File: src/rtl/grid_mem_arbiter_if.sv
// Requester and grid-RAM bus bundle for grid_mem_arbiter.
// The master side is the requester/RAM environment. The slave side is the arbiter.
interface grid_mem_arbiter_if #(
  parameter int unsigned ADDR_W = 8,
  parameter int unsigned DATA_W = 8
);
  logic [2:0]        req;
  logic [2:0]        lock;
  logic [ADDR_W-1:0] addr0;
  logic [ADDR_W-1:0] addr1;
  logic [ADDR_W-1:0] addr2;
  logic [DATA_W-1:0] wdata1;
  logic [DATA_W-1:0] wdata2;
  logic              we1;
  logic              we2;
  logic [2:0]        gnt;
  logic [2:0]        rvalid;
  logic [DATA_W-1:0] rdata;
  logic              hold_timeout;
  logic [ADDR_W-1:0] mem_addr;
  logic [DATA_W-1:0] mem_wdata;
  logic              mem_we;
  logic [DATA_W-1:0] mem_rdata;

  modport master (
    output req, lock, addr0, addr1, addr2, wdata1, wdata2, we1, we2, mem_rdata,
    input  gnt, rvalid, rdata, hold_timeout, mem_addr, mem_wdata, mem_we
  );

  modport slave (
    input  req, lock, addr0, addr1, addr2, wdata1, wdata2, we1, we2, mem_rdata,
    output gnt, rvalid, rdata, hold_timeout, mem_addr, mem_wdata, mem_we
  );
endinterface

File: src/rtl/grid_mem_arbiter.sv
// Single-port grid RAM arbiter: display (0), game FSM (1), line-clear (2), with bounded lock bursts.
// Optional macro GRID_ARB_RR_EN: round-robin between ports 1 and 2 (default: port 1 beats port 2).
module grid_mem_arbiter #(
  parameter int unsigned ADDR_W   = 8,
  parameter int unsigned DATA_W   = 8,
  parameter int unsigned MAX_HOLD = 16
) (
  input  logic              clk,
  input  logic              reset,
  grid_mem_arbiter_if.slave bus
);

  localparam int unsigned HOLD_W = 8;
  localparam logic [HOLD_W-1:0] HOLD_LAST = HOLD_W'(MAX_HOLD - 1);

  typedef enum logic {S_IDLE, S_OWN} state_t;

  state_t            r_state;
  logic [1:0]        r_owner;
  logic [HOLD_W-1:0] r_hold_cnt;
  logic [2:0]        r_gnt;
  logic [2:0]        r_rvalid;
  logic [DATA_W-1:0] r_rdata;
  logic              r_hold_timeout;
`ifdef GRID_ARB_RR_EN
  logic [1:0]        r_rr_ptr;
`endif

  logic [2:0]        w_owner_oh;
  logic              w_owner_locked;
  logic              w_retain;
  logic              w_force;
  logic [2:0]        w_cand;
  logic              w_any;
  logic [1:0]        w_win;
  logic              w_access;
  logic [ADDR_W-1:0] w_mem_addr;
  logic [DATA_W-1:0] w_mem_wdata;
  logic              w_mem_we;

  assign w_owner_oh     = 3'b001 << r_owner;
  assign w_owner_locked = (r_state == S_OWN) && (|(w_owner_oh & bus.req & bus.lock));
  assign w_retain       = w_owner_locked && (r_hold_cnt < HOLD_LAST);
  assign w_force        = w_owner_locked && (r_hold_cnt >= HOLD_LAST);
  // A force-released owner sits out the arbitration that ends its lock.
  assign w_cand         = bus.req & ~(w_force ? w_owner_oh : 3'b000);
  assign w_any          = |w_cand;
  assign w_access       = |(r_gnt & bus.req);

  always_comb begin
    w_win = 2'd0;
    if (w_cand[0]) begin
      w_win = 2'd0;
    end else if (w_cand[1] && w_cand[2]) begin
`ifdef GRID_ARB_RR_EN
      w_win = r_rr_ptr;
`else
      w_win = 2'd1;
`endif
    end else if (w_cand[1]) begin
      w_win = 2'd1;
    end else if (w_cand[2]) begin
      w_win = 2'd2;
    end
  end

  // RAM command follows the owner only while it is actually requesting.
  always_comb begin
    w_mem_addr  = '0;
    w_mem_wdata = '0;
    w_mem_we    = 1'b0;
    if (w_access) begin
      case (r_owner)
        2'd0: w_mem_addr = bus.addr0;
        2'd1: begin
          w_mem_addr  = bus.addr1;
          w_mem_wdata = bus.wdata1;
          w_mem_we    = bus.we1;
        end
        2'd2: begin
          w_mem_addr  = bus.addr2;
          w_mem_wdata = bus.wdata2;
          w_mem_we    = bus.we2;
        end
        default: ;
      endcase
    end
  end

  always_ff @(posedge clk) begin
    if (reset) begin
      r_state        <= S_IDLE;
      r_owner        <= 2'd0;
      r_hold_cnt     <= '0;
      r_gnt          <= 3'b000;
      r_rvalid       <= 3'b000;
      r_rdata        <= '0;
      r_hold_timeout <= 1'b0;
`ifdef GRID_ARB_RR_EN
      r_rr_ptr       <= 2'd1;
`endif
    end else begin
      r_hold_timeout <= w_force;
      r_rdata        <= bus.mem_rdata;
      r_rvalid       <= (w_access && !w_mem_we) ? w_owner_oh : 3'b000;
      if (w_retain) begin
        r_hold_cnt <= r_hold_cnt + HOLD_W'(1);
      end else if (w_any) begin
        r_state    <= S_OWN;
        r_owner    <= w_win;
        r_gnt      <= 3'b001 << w_win;
        r_hold_cnt <= '0;
`ifdef GRID_ARB_RR_EN
        if (w_win == 2'd1) begin
          r_rr_ptr <= 2'd2;
        end else if (w_win == 2'd2) begin
          r_rr_ptr <= 2'd1;
        end
`endif
      end else begin
        r_state    <= S_IDLE;
        r_gnt      <= 3'b000;
        r_hold_cnt <= '0;
      end
    end
  end

  assign bus.gnt          = r_gnt;
  assign bus.rvalid       = r_rvalid;
  assign bus.rdata        = r_rdata;
  assign bus.hold_timeout = r_hold_timeout;
  assign bus.mem_addr     = w_mem_addr;
  assign bus.mem_wdata    = w_mem_wdata;
  assign bus.mem_we       = w_mem_we;

endmodule

File: src/flat_wrapper.sv
// flat-port wrapper written by rule: the top's interface ports become plain ports
module grid_mem_arbiter_flat 
#(
  parameter int unsigned ADDR_W   = 8,
  parameter int unsigned DATA_W   = 8,
  parameter int unsigned MAX_HOLD = 16
)
  (clk, reset, bus_req, bus_lock, bus_addr0, bus_addr1, bus_addr2, bus_wdata1, bus_wdata2, bus_we1, bus_we2, bus_mem_rdata, bus_gnt, bus_rvalid, bus_rdata, bus_hold_timeout, bus_mem_addr, bus_mem_wdata, bus_mem_we);
  grid_mem_arbiter_if #(.ADDR_W(ADDR_W), .DATA_W(DATA_W)) bus_i ();
  input  logic clk;
  input  logic reset;
  input wire logic [$bits(bus_i.req)-1:0] bus_req;
  input wire logic [$bits(bus_i.lock)-1:0] bus_lock;
  input wire logic [$bits(bus_i.addr0)-1:0] bus_addr0;
  input wire logic [$bits(bus_i.addr1)-1:0] bus_addr1;
  input wire logic [$bits(bus_i.addr2)-1:0] bus_addr2;
  input wire logic [$bits(bus_i.wdata1)-1:0] bus_wdata1;
  input wire logic [$bits(bus_i.wdata2)-1:0] bus_wdata2;
  input wire logic [$bits(bus_i.we1)-1:0] bus_we1;
  input wire logic [$bits(bus_i.we2)-1:0] bus_we2;
  input wire logic [$bits(bus_i.mem_rdata)-1:0] bus_mem_rdata;
  output wire logic [$bits(bus_i.gnt)-1:0] bus_gnt;
  output wire logic [$bits(bus_i.rvalid)-1:0] bus_rvalid;
  output wire logic [$bits(bus_i.rdata)-1:0] bus_rdata;
  output wire logic [$bits(bus_i.hold_timeout)-1:0] bus_hold_timeout;
  output wire logic [$bits(bus_i.mem_addr)-1:0] bus_mem_addr;
  output wire logic [$bits(bus_i.mem_wdata)-1:0] bus_mem_wdata;
  output wire logic [$bits(bus_i.mem_we)-1:0] bus_mem_we;
  assign bus_i.req = bus_req;
  assign bus_i.lock = bus_lock;
  assign bus_i.addr0 = bus_addr0;
  assign bus_i.addr1 = bus_addr1;
  assign bus_i.addr2 = bus_addr2;
  assign bus_i.wdata1 = bus_wdata1;
  assign bus_i.wdata2 = bus_wdata2;
  assign bus_i.we1 = bus_we1;
  assign bus_i.we2 = bus_we2;
  assign bus_i.mem_rdata = bus_mem_rdata;
  assign bus_gnt = bus_i.gnt;
  assign bus_rvalid = bus_i.rvalid;
  assign bus_rdata = bus_i.rdata;
  assign bus_hold_timeout = bus_i.hold_timeout;
  assign bus_mem_addr = bus_i.mem_addr;
  assign bus_mem_wdata = bus_i.mem_wdata;
  assign bus_mem_we = bus_i.mem_we;
  grid_mem_arbiter #(.ADDR_W(ADDR_W), .DATA_W(DATA_W), .MAX_HOLD(MAX_HOLD)) u_core (.clk(clk), .reset(reset), .bus(bus_i));
endmodule
File: config.mk
export PLATFORM = sky130hd
export DESIGN_NAME = grid_mem_arbiter_flat
export DESIGN_NICKNAME = d
export VERILOG_FILES = /design/src/rtl/grid_mem_arbiter_if.sv /design/src/rtl/grid_mem_arbiter.sv /design/src/flat_wrapper.sv
export SDC_FILE = /design/constraint.sdc
export NUM_CORES = 1
export LEC_CHECK = 0
export ABC_AREA = 1
export CORE_MARGIN = 2
export CORE_UTILIZATION = 35
export CTS_BUF_LIST = sky130_fd_sc_hd__clkbuf_4
export DETAILED_ROUTE_END_ITERATION = 6
export HOLD_SLACK_MARGIN = 0.1
export PLACE_DENSITY_LB_ADDON = 0.3
export SLEW_MARGIN = 20
export SYNTH_ARGS = -nofsm -noshare
export SYNTH_HDL_FRONTEND = slang
export SYNTH_SLANG_ARGS = --single-unit
File: constraint.sdc
create_clock -name clk -period 2.4 [get_ports clk]
set_clock_uncertainty 0.15 [all_clocks]
set_input_delay 0.48 -clock clk [delete_from_list [all_inputs] [get_ports clk]]
set_output_delay 0.48 -clock clk [all_outputs]
set_load 0.02 [all_outputs]
== Yosys cells after proc, flatten, opt, wreduce, memory -nomap -nowiden ==
Index checks and enable logic that the tools add are counted.

* Register bits: 26
* Input port bits: 58
* Output and inout port bits: 32

* Bitwise gates (word level): 7
* Add/sub/neg operators: 1
* Mux-type cells: 13
* Equal/unequal tests: 2
* Reduce and logical (&&, ||, !) cells: 13
* Shift-type cells: 2
* Magnitude comparators: 2

{| class="wikitable"
|+ Operators by type and width
! cell !! count
|-
| $pmux W8 S3 || 1
|-
| $mux W8 || 2
|-
| $pmux W8 S2 || 1
|-
| $and A3 B3 Y3 || 4
|-
| $reduce_or A3 Y1 || 3
|-
| $add A8 B1 Y8 const B || 1
|-
| $ge A8 B4 Y1 const B || 1
|-
| $lt A8 B4 Y1 const B || 1
|-
| $mux W2 || 4
|-
| $mux W3 || 2
|-
| $shl A1 B2 Y3 const A || 2
|-
| $logic_and A1 B1 Y1 || 5
|-
| $reduce_or A2 Y1 || 2
|-
| $not A3 Y3 || 1
|-
| $eq A2 B1 Y1 const B || 1
|-
| $eq A2 B2 Y1 const B || 1
|-
| $logic_not A2 Y1 || 1
|-
| $mux W1 || 2
|-
| $not A1 Y1 || 2
|-
| $pmux W1 S2 || 1
|-
| $reduce_and A2 Y1 || 1
|-
| $logic_not A1 Y1 || 1
|}

== Longest topological paths before layout ==
Gate-level depths: netlist of the first run.

* Depth in word-level cells: 15
* Depth in mapped cells: 10
* Gate-level depth less buffers: 10

== Worst setup path after synthesis of the first run ==
OpenSTA, ideal clock, no wires.

* Kind: reg2out
* Start: register u_core.r_owner[0]
* End: output bus_mem_addr[5]
* Stages on the path, launching flop included: 7
* Required time: 1.770 ns
* Data arrival time: 1.552 ns
* Path slack: 0.218 ns
* Buffers on the path: 2
* Cell sequence: dfxtp_1 > inv_1 > ha_1 > clkbuf_1 > clkbuf_1 > nand2_1 > a31oi_1

* Longest elaborated chain between the ends: 3

{| class="wikitable"
|+ RTL lines
! item !! RTL line !! text
|-
| start: declaration || grid_mem_arbiter.sv:19 || <nowiki>logic [1:0] r_owner;</nowiki>
|-
| start signal: assignment || grid_mem_arbiter.sv:110 || <nowiki>r_owner <= w_win;</nowiki>
|-
| $eq A2 B2 Y1 (tied with other cells) || grid_mem_arbiter.sv:73 || <nowiki>case (r_owner)</nowiki>
|-
| $pmux W8 S3 (*) || grid_mem_arbiter.sv:73 ||
|-
| $mux W8 (*) || grid_mem_arbiter.sv:72 || <nowiki>if (w_access) begin</nowiki>
|-
| end: declaration || flat_wrapper.sv:26 || <nowiki>output wire logic [$bits(bus_i.mem_addr)-1:0] bus_mem_addr;</nowiki>
|}

Mark *: on every way between the ends. The rest lies on a longest branch, timed or not.

== Worst setup path in the final report of the first run ==
* Start: register u_core.r_gnt[1] (netlist: u_core.bus.gnt[1])
* End: output bus_mem_addr[3]

* Longest elaborated chain between the ends: 3

{| class="wikitable"
|+ RTL lines
! item !! RTL line !! text
|-
| start: declaration || grid_mem_arbiter.sv:21 || <nowiki>logic [2:0] r_gnt;</nowiki>
|-
| start signal: assignment || grid_mem_arbiter.sv:111 || <nowiki>r_gnt <= 3'b001 << w_win;</nowiki>
|-
| $and A3 B3 Y3 || grid_mem_arbiter.sv:48 || <nowiki>assign w_access = |(r_gnt & bus.req);</nowiki>
|-
| $reduce_or A3 Y1 || grid_mem_arbiter.sv:48 ||
|-
| $mux W8 || grid_mem_arbiter.sv:72 ||
|}

No other way between the ends.

==> impl_metrics.env, run 1 <==
export IMPL_status="finished clean"
export IMPL_p_sw_share_pct=23.59
export IMPL_critPathMaxStageDelay_ns=0.41
export IMPL_critPathTopFamily="simple AND/OR/NAND/NOR gates"
export IMPL_fin_nets=348
export IMPL_synthArstFlopShare_pct=0
export IMPL_required_ns=1.77
export IMPL_placed_cell_area_sq_um=2273
export IMPL_setup_violations=0
export IMPL_hold_buffers=0
export IMPL_combPwrFrac_pct=25.6
export IMPL_cp_max_fo=8
export IMPL_switching_power_w=0.0002381
export IMPL_rows=21
export IMPL_peakVddDrop_v=0.0004937
export IMPL_clock_path_buffers=2
export IMPL_synth_enable_flop_cells=0
export IMPL_area_delta_synth_final_pct=89.66
export IMPL_drc=0
export IMPL_die_width_um=63.67
export IMPL_cts_tree="built"
export IMPL_cp_buffers_inverters=2
export IMPL_synth_seq_cells=26
export IMPL_path_clk_slew_ns=0.13
export IMPL_pin_count=90
export IMPL_max_cap_viol_count=0
export IMPL_cts_sinks=26
export IMPL_worstSkewPairLatency_ns=0.32
export IMPL_portBuffers=89
export IMPL_syn_area_per_cell_sq_um=6.923
export IMPL_fin_crit_sh_pct=96.13
export IMPL_power_leakage_nw=1.006
export IMPL_hold_viol=0
export IMPL_endpoint_kind="primary output"
export IMPL_path_cells="nand2_1 > nand3_1 > inv_1 > or2_4 > a31oi_1 > clkdlybuf4s15_2"
export IMPL_ys_types=23
export IMPL_first_pass_iters=4
export IMPL_seq_area_sq_um=523.0
export IMPL_clockPowerShare_pct=29.0
export IMPL_start_kind="register"
export IMPL_gp_congestion=0.8021
export IMPL_via_count=1469
export IMPL_dp_hpwl_um=3154
export IMPL_grt_use_total_pct=19.06
export IMPL_dieArea_sq_um=4054
export IMPL_maxSlewViolCount=0
export IMPL_min_path_type="reg2reg"
export IMPL_syn_area_sq_um=1246
export IMPL_detail_route_wl_per_cell_um=11.79
export IMPL_cp_data_arrival_time_ns=1.68
export IMPL_cts_buffers=3
export IMPL_yosysSeqAreaShare_pct=41.77
export IMPL_p_int_w=0.0007711
export IMPL_multi_input_area_sq_um=666.9
export IMPL_cts_htree_levels=1
export IMPL_antenna_cells=0
export IMPL_final_cell_area_sq_um=2364
export IMPL_core_area_sq_um=3390
export IMPL_crit_slowest_cell="dfxtp_1"
export IMPL_via_per_inst=4.452
export IMPL_ys_warn_count=0
export IMPL_grt_pass1_wl_um=6196
export IMPL_cts_root_buffer="clkbuf_4"
export IMPL_finalNonFillerCells=330
export IMPL_max_freq_ghz=0.4335
export IMPL_seq_power_share_pct=45.4
export IMPL_synthFlopType="dfxtp_1"
export IMPL_grt_max_degree=16
export IMPL_fin_crit_ns=2.307
export IMPL_syn_inst=180
export IMPL_grt_pass1_vias=1286
export IMPL_layout_drive_gt1_share_pct=17.25
export IMPL_routed_wirelength_um=3890
export IMPL_critical_path_class="reg2out"
export IMPL_grt_overflow=0
export IMPL_die_h_um=63.67
export IMPL_nFillCells=286
export IMPL_start_util_pct=36.77
export IMPL_dp_cells=324
export IMPL_drt_iter0_drc=64
export IMPL_power_density_nw_per_um2=427.0
export IMPL_antenna_found_initial=0
export IMPL_antenna_left=0
cell usage in the layout, fill, tap and decap left out, types with 4 or more instances in the layout:
cell type         n
clkdlybuf4s50_1  69
nand2_1          57
dfxtp_1          24
nor2_1           22
inv_1            18
buf_4            16
clkdlybuf4s15_2  10
nand3_1           9
a21oi_1           9
a31oi_1           8
dlygate4sd2_1     4
conb_1            4
area by class of cell:
| class | instances | share of cell area, % |
|---|---|---|
| multi-input combinational | 129 | 28.22 |
| tap | 46 | 2.435 |
| inverter | 20 | 3.176 |
| sequential | 26 | 22.13 |
| clock buffer | 3 | 0.9529 |
| clock inverter | 1 | 1.271 |
| timing repair buffer | 105 | 41.82 |
per-stage QoR:
| stage | hold slack (ns) | setup slack (ns) | setup TNS [ns] | util (%) | power [W] |
|---|---|---|---|---|---|
| 2_1_floorplan | 0.2674 | 0.2183 | 0 | - | 0.0005558 |
| 3_3_place_gp | 0.2814 | -0.5137 | -7.703 | 67.07 | 0.0007162 |
| 3_5_place_dp | 0.2884 | -0.5429 | -7.778 | 67.07 | 0.0007189 |
| 4_1_cts | 0.3177 | 0.01699 | 0 | 69.36 | 0.001009 |
| 5_1_grt | 0.3375 | -0.02009 | -0.03930 | 69.73 | 0.001061 |
| 6_report | 0.3183 | 0.09295 | 0 | 69.73 | 0.001009 |
repair_timing:
item | CTS | global route
pin swaps | 2 | 0
gates cloned | 0 | 0
buffers inserted | 2 | 0
resized for setup | 57 | 18
endpoints found under the setup margin | 17 | 22
kinds of logic (layout without fill, tap and decap cells):
kind of cell / Yosys count / after routing / synth area share, %
AOI/OAI and AO/OA: 21 / 21 / 10.14
xor gates and xnor gates: 2 / 2 / 1.406
adders and majority gates: 5 / 5 / 5.020
buffers and inverters: 28 / 129 / 9.036
DFF: 26 / 26 / 41.77
other: 1 / 4 / 0.3009
and+or+nand+nor: 97 / 97 / 32.33
cell usage after synthesis (2+ instances only):
master    number  area (sq um)
ha_1           5         62.56
dfxtp_1       26         520.5
nand2_1       58         217.7
a21oi_1        9         45.04
inv_1         20         75.07
nand3_1        9         45.04
nand4_1        3         18.77
clkbuf_1       6         22.52
o21ai_2        2         17.52
a31oi_1        8         50.05
nor2_1        22         82.58
worst register-to-register path: cells and delay by family, from the launching register on:
family | cells | cell delay, ns
buffers and inverters | 2 | 0.26
AND/OR/NAND/NOR | 5 | 0.86
flip-flops | 1 | 0.37
adder cells (fa/ha/maj) | 1 | 0.21
AO/OA/AOI/OAI | 1 | 0.18
routing by layer:
layer | wire (um) | global-route usage [%] | vias up
li1 | - | - | 768
met1 | 1700 | 27.00 | 655
met2 | 2001 | 30.00 | 40
met3 | 128 | 3.036 | 6
met4 | 59 | 4.891 | 0
met5 | 0 | 0 | -
final timing paths:
| kind | startpoint | end | slack (ns) | cells after the start |
|---|---|---|---|---|
| setup / recovery | u_core.bus.gnt[1] | bus_mem_addr[3] | 0.09 | 6 |
| setup reg to reg | u_core.r_owner[0] | u_core.bus.gnt[1] | 0.31 | 9 |
| hold / removal | u_core.r_hold_cnt[0] | u_core.r_hold_cnt[0] | 0.32 | 1 |
| hold reg to reg | u_core.r_hold_cnt[0] | u_core.r_hold_cnt[0] | 0.32 | 1 |
power by group through the flow:
| stage | registers [W] | logic (W) | clock network, W |
|---|---|---|---|
| final | 0.000459 | 0.000258 | 0.000292 |
| after global placement | 0.000466 | 0.000250 | 0 |
| after CTS | 0.000457 | 0.000253 | 0.000299 |
| after floorplan | 0.000480 | 0.0000760 | 0 |
| after detailed placement | 0.000467 | 0.000252 | 0 |
| after global routing | 0.000461 | 0.000281 | 0.000319 |
registers in the layout, indices dropped and copies added (netlist names):
name                     cells
u_core.bus.rdata             8
u_core.r_hold_cnt            8
u_core.bus.gnt               3
u_core.bus.rvalid            3
u_core.r_owner               2
u_core.bus.hold_timeout      1
u_core.r_state               1
(Power assumes the default switching activity.)
==> run 2, diff against run 1 <==
- clock period: 2.4 -> 2.6 ns (I/O delays scaled with it)
==> impl_metrics.env, run 2 (synthesis results as in run 1) <==
export IMPL_status="finished clean"
export IMPL_required_ns=1.93
export IMPL_grt_pass1_wl_um=6113
export IMPL_power_density_nw_per_um2=411.4
export IMPL_grt_overflow=0
export IMPL_die_h_um=63.67
export IMPL_start_util_pct=36.77
export IMPL_dp_hpwl_um=3164
export IMPL_detail_route_wl_per_cell_um=11.85
export IMPL_rows=21
export IMPL_routed_wirelength_um=3828
export IMPL_final_common_cell="clkdlybuf4s50_1"
export IMPL_via_per_inst=4.467
export IMPL_combPwrFrac_pct=24.5
export IMPL_r2r_cells=8
export IMPL_area_delta_synth_final_pct=78.92
export IMPL_cts_tree="built"
export IMPL_drc=0
export IMPL_antenna_found_initial=0
export IMPL_core_area_sq_um=3390
export IMPL_worstSkewPairLatency_ns=0.32
export IMPL_gp_congestion=0.8194
export IMPL_die_width_um=63.67
export IMPL_start_kind="input pin"
export IMPL_cts_buffers=3
export IMPL_maxSlewViolCount=0
export IMPL_grt_max_degree=16
export IMPL_path_clk_slew_ns=0.13
export IMPL_cp_startpoint="bus_req[1]"
export IMPL_cp_data_arrival_time_ns=1.86
export IMPL_reg2reg_from="u_core.r_owner[0]"
export IMPL_portBuffers=89
export IMPL_endpoint_kind="primary output"
export IMPL_switching_power_w=0.0002165
export IMPL_peakVddDrop_v=0.0005499
export IMPL_cts_root_buffer="clkbuf_4"
export IMPL_max_freq_ghz=0.3949
export IMPL_hold_buffers=0
export IMPL_via_count=1443
export IMPL_cts_sinks=26
export IMPL_seq_power_share_pct=46.0
export IMPL_clock_path_buffers=2
export IMPL_p_sw_share_pct=23.60
export IMPL_antenna_cells=0
export IMPL_final_cell_area_sq_um=2230
export IMPL_fin_nets=341
export IMPL_critical_path_class="in2out"
export IMPL_tns_ns=0
export IMPL_power_leakage_nw=0.9782
export IMPL_nFillCells=299
export IMPL_p_int_w=0.0007008
export IMPL_layout_drive_gt1_share_pct=13.00
export IMPL_grt_use_total_pct=18.74
export IMPL_multi_input_area_sq_um=635.6
export IMPL_rsz0062_at_grt="true"
export IMPL_setup_violations=0
export IMPL_finish_utilization_pct=65.78
export IMPL_crit_path_end="bus_mem_addr[7]"
export IMPL_seq_area_sq_um=520.5
export IMPL_r2r_slack_ns=0.40
export IMPL_final_cell_mix="72 x clkdlybuf4s50_1, 57 x nand2_1, 26 x dfxtp_1"
export IMPL_first_pass_iters=4
export IMPL_clockPowerShare_pct=29.5
export IMPL_hold_viol=0
export IMPL_placed_cell_area_sq_um=2236
export IMPL_cts_setup_buffers=0
export IMPL_min_path_type="reg2reg"
export IMPL_dieArea_sq_um=4054
export IMPL_grt_pass1_vias=1363
export IMPL_fin_crit_sh_pct=97.39
export IMPL_drt_iter0_drc=65
export IMPL_pin_count=90
export IMPL_cp_max_fo=8
export IMPL_rr_endpoint="u_core.bus.gnt[2]"
export IMPL_antenna_left=0
export IMPL_cts_htree_levels=1
export IMPL_fin_crit_ns=2.532
export IMPL_max_cap_viol_count=0
## run 2: power by group through the flow
stage	clock (W)	combinational, W	sequential (W)
floorplan	0	0.0000701	0.000443
global placement	0	0.000225	0.000431
detailed placement	0	0.000228	0.000432
CTS	0.000278	0.000226	0.000423
global route	0.000293	0.000243	0.000424
finish	0.000270	0.000225	0.000422
## run 2: critical path, stage by stage
cell and delay [ns]:
clkdlybuf4s50_1 0.48, nand2_1 0.06, nand3_1 0.10, inv_1 0.07, or2_4 0.27, a31oi_1 0.17
buf_2 0.19
## run 2: cell type report
type                            instances  share of cell area, %
Timing Repair Buffer                   98                  39.84
Multi-Input combinational cell        129                  28.51
Sequential cell                        26                  23.34
Inverter                               20                  3.367
Tap cell                               46                  2.581
Clock inverter                          1                  1.347
Clock buffer                            3                  1.010
## run 2: repair_timing
action	in CTS	in global routing
endpoints found under the setup margin	17	12
gates cloned	0	0
gates resized for setup	49	21
## run 2: per-stage QoR
stage	setup WS (ns)	std cells	total power, W	hold WS, ns
global placement	-0.3990	319	0.0006556	0.2803
finish	0.06775	323	0.0009173	0.3125
detailed placement	-0.4629	319	0.0006598	0.2881
global route	-0.003023	323	0.0009601	0.3345
CTS	0.002215	323	0.0009261	0.3165
floorplan	0.3783	183	0.0005131	0.2674
## run 2: how the worst min path moves through the flow
| stage | start | end | slack, ns | depth (start not counted) |
|---|---|---|---|---|
| finish | u_core.r_hold_cnt[0] | u_core.r_hold_cnt[0] | 0.31 | 1 |
| global route | u_core.r_hold_cnt[0] | u_core.r_hold_cnt[0] | 0.33 | 1 |
| CTS | u_core.r_hold_cnt[0] | u_core.r_hold_cnt[0] | 0.32 | 1 |
| detailed placement | u_core.r_hold_cnt[0] | u_core.r_hold_cnt[0] | 0.29 | 1 |
| global placement | u_core.r_hold_cnt[0] | u_core.r_hold_cnt[0] | 0.28 | 1 |
| floorplan | u_core.r_hold_cnt[0] | u_core.r_hold_cnt[0] | 0.27 | 1 |
## run 2: metal layers
layer | GRT usage (%) | part of all wire [%] | wire [um] | vias to the layer above
li1 | - | - | - | 751
met1 | 22.56 | 41 | 1580 | 635
met2 | 31.58 | 52 | 1978 | 47
met3 | 4.643 | 4.8 | 184 | 10
met4 | 7.880 | 2.2 | 85 | 0
met5 | 0 | 0 | 0 | -
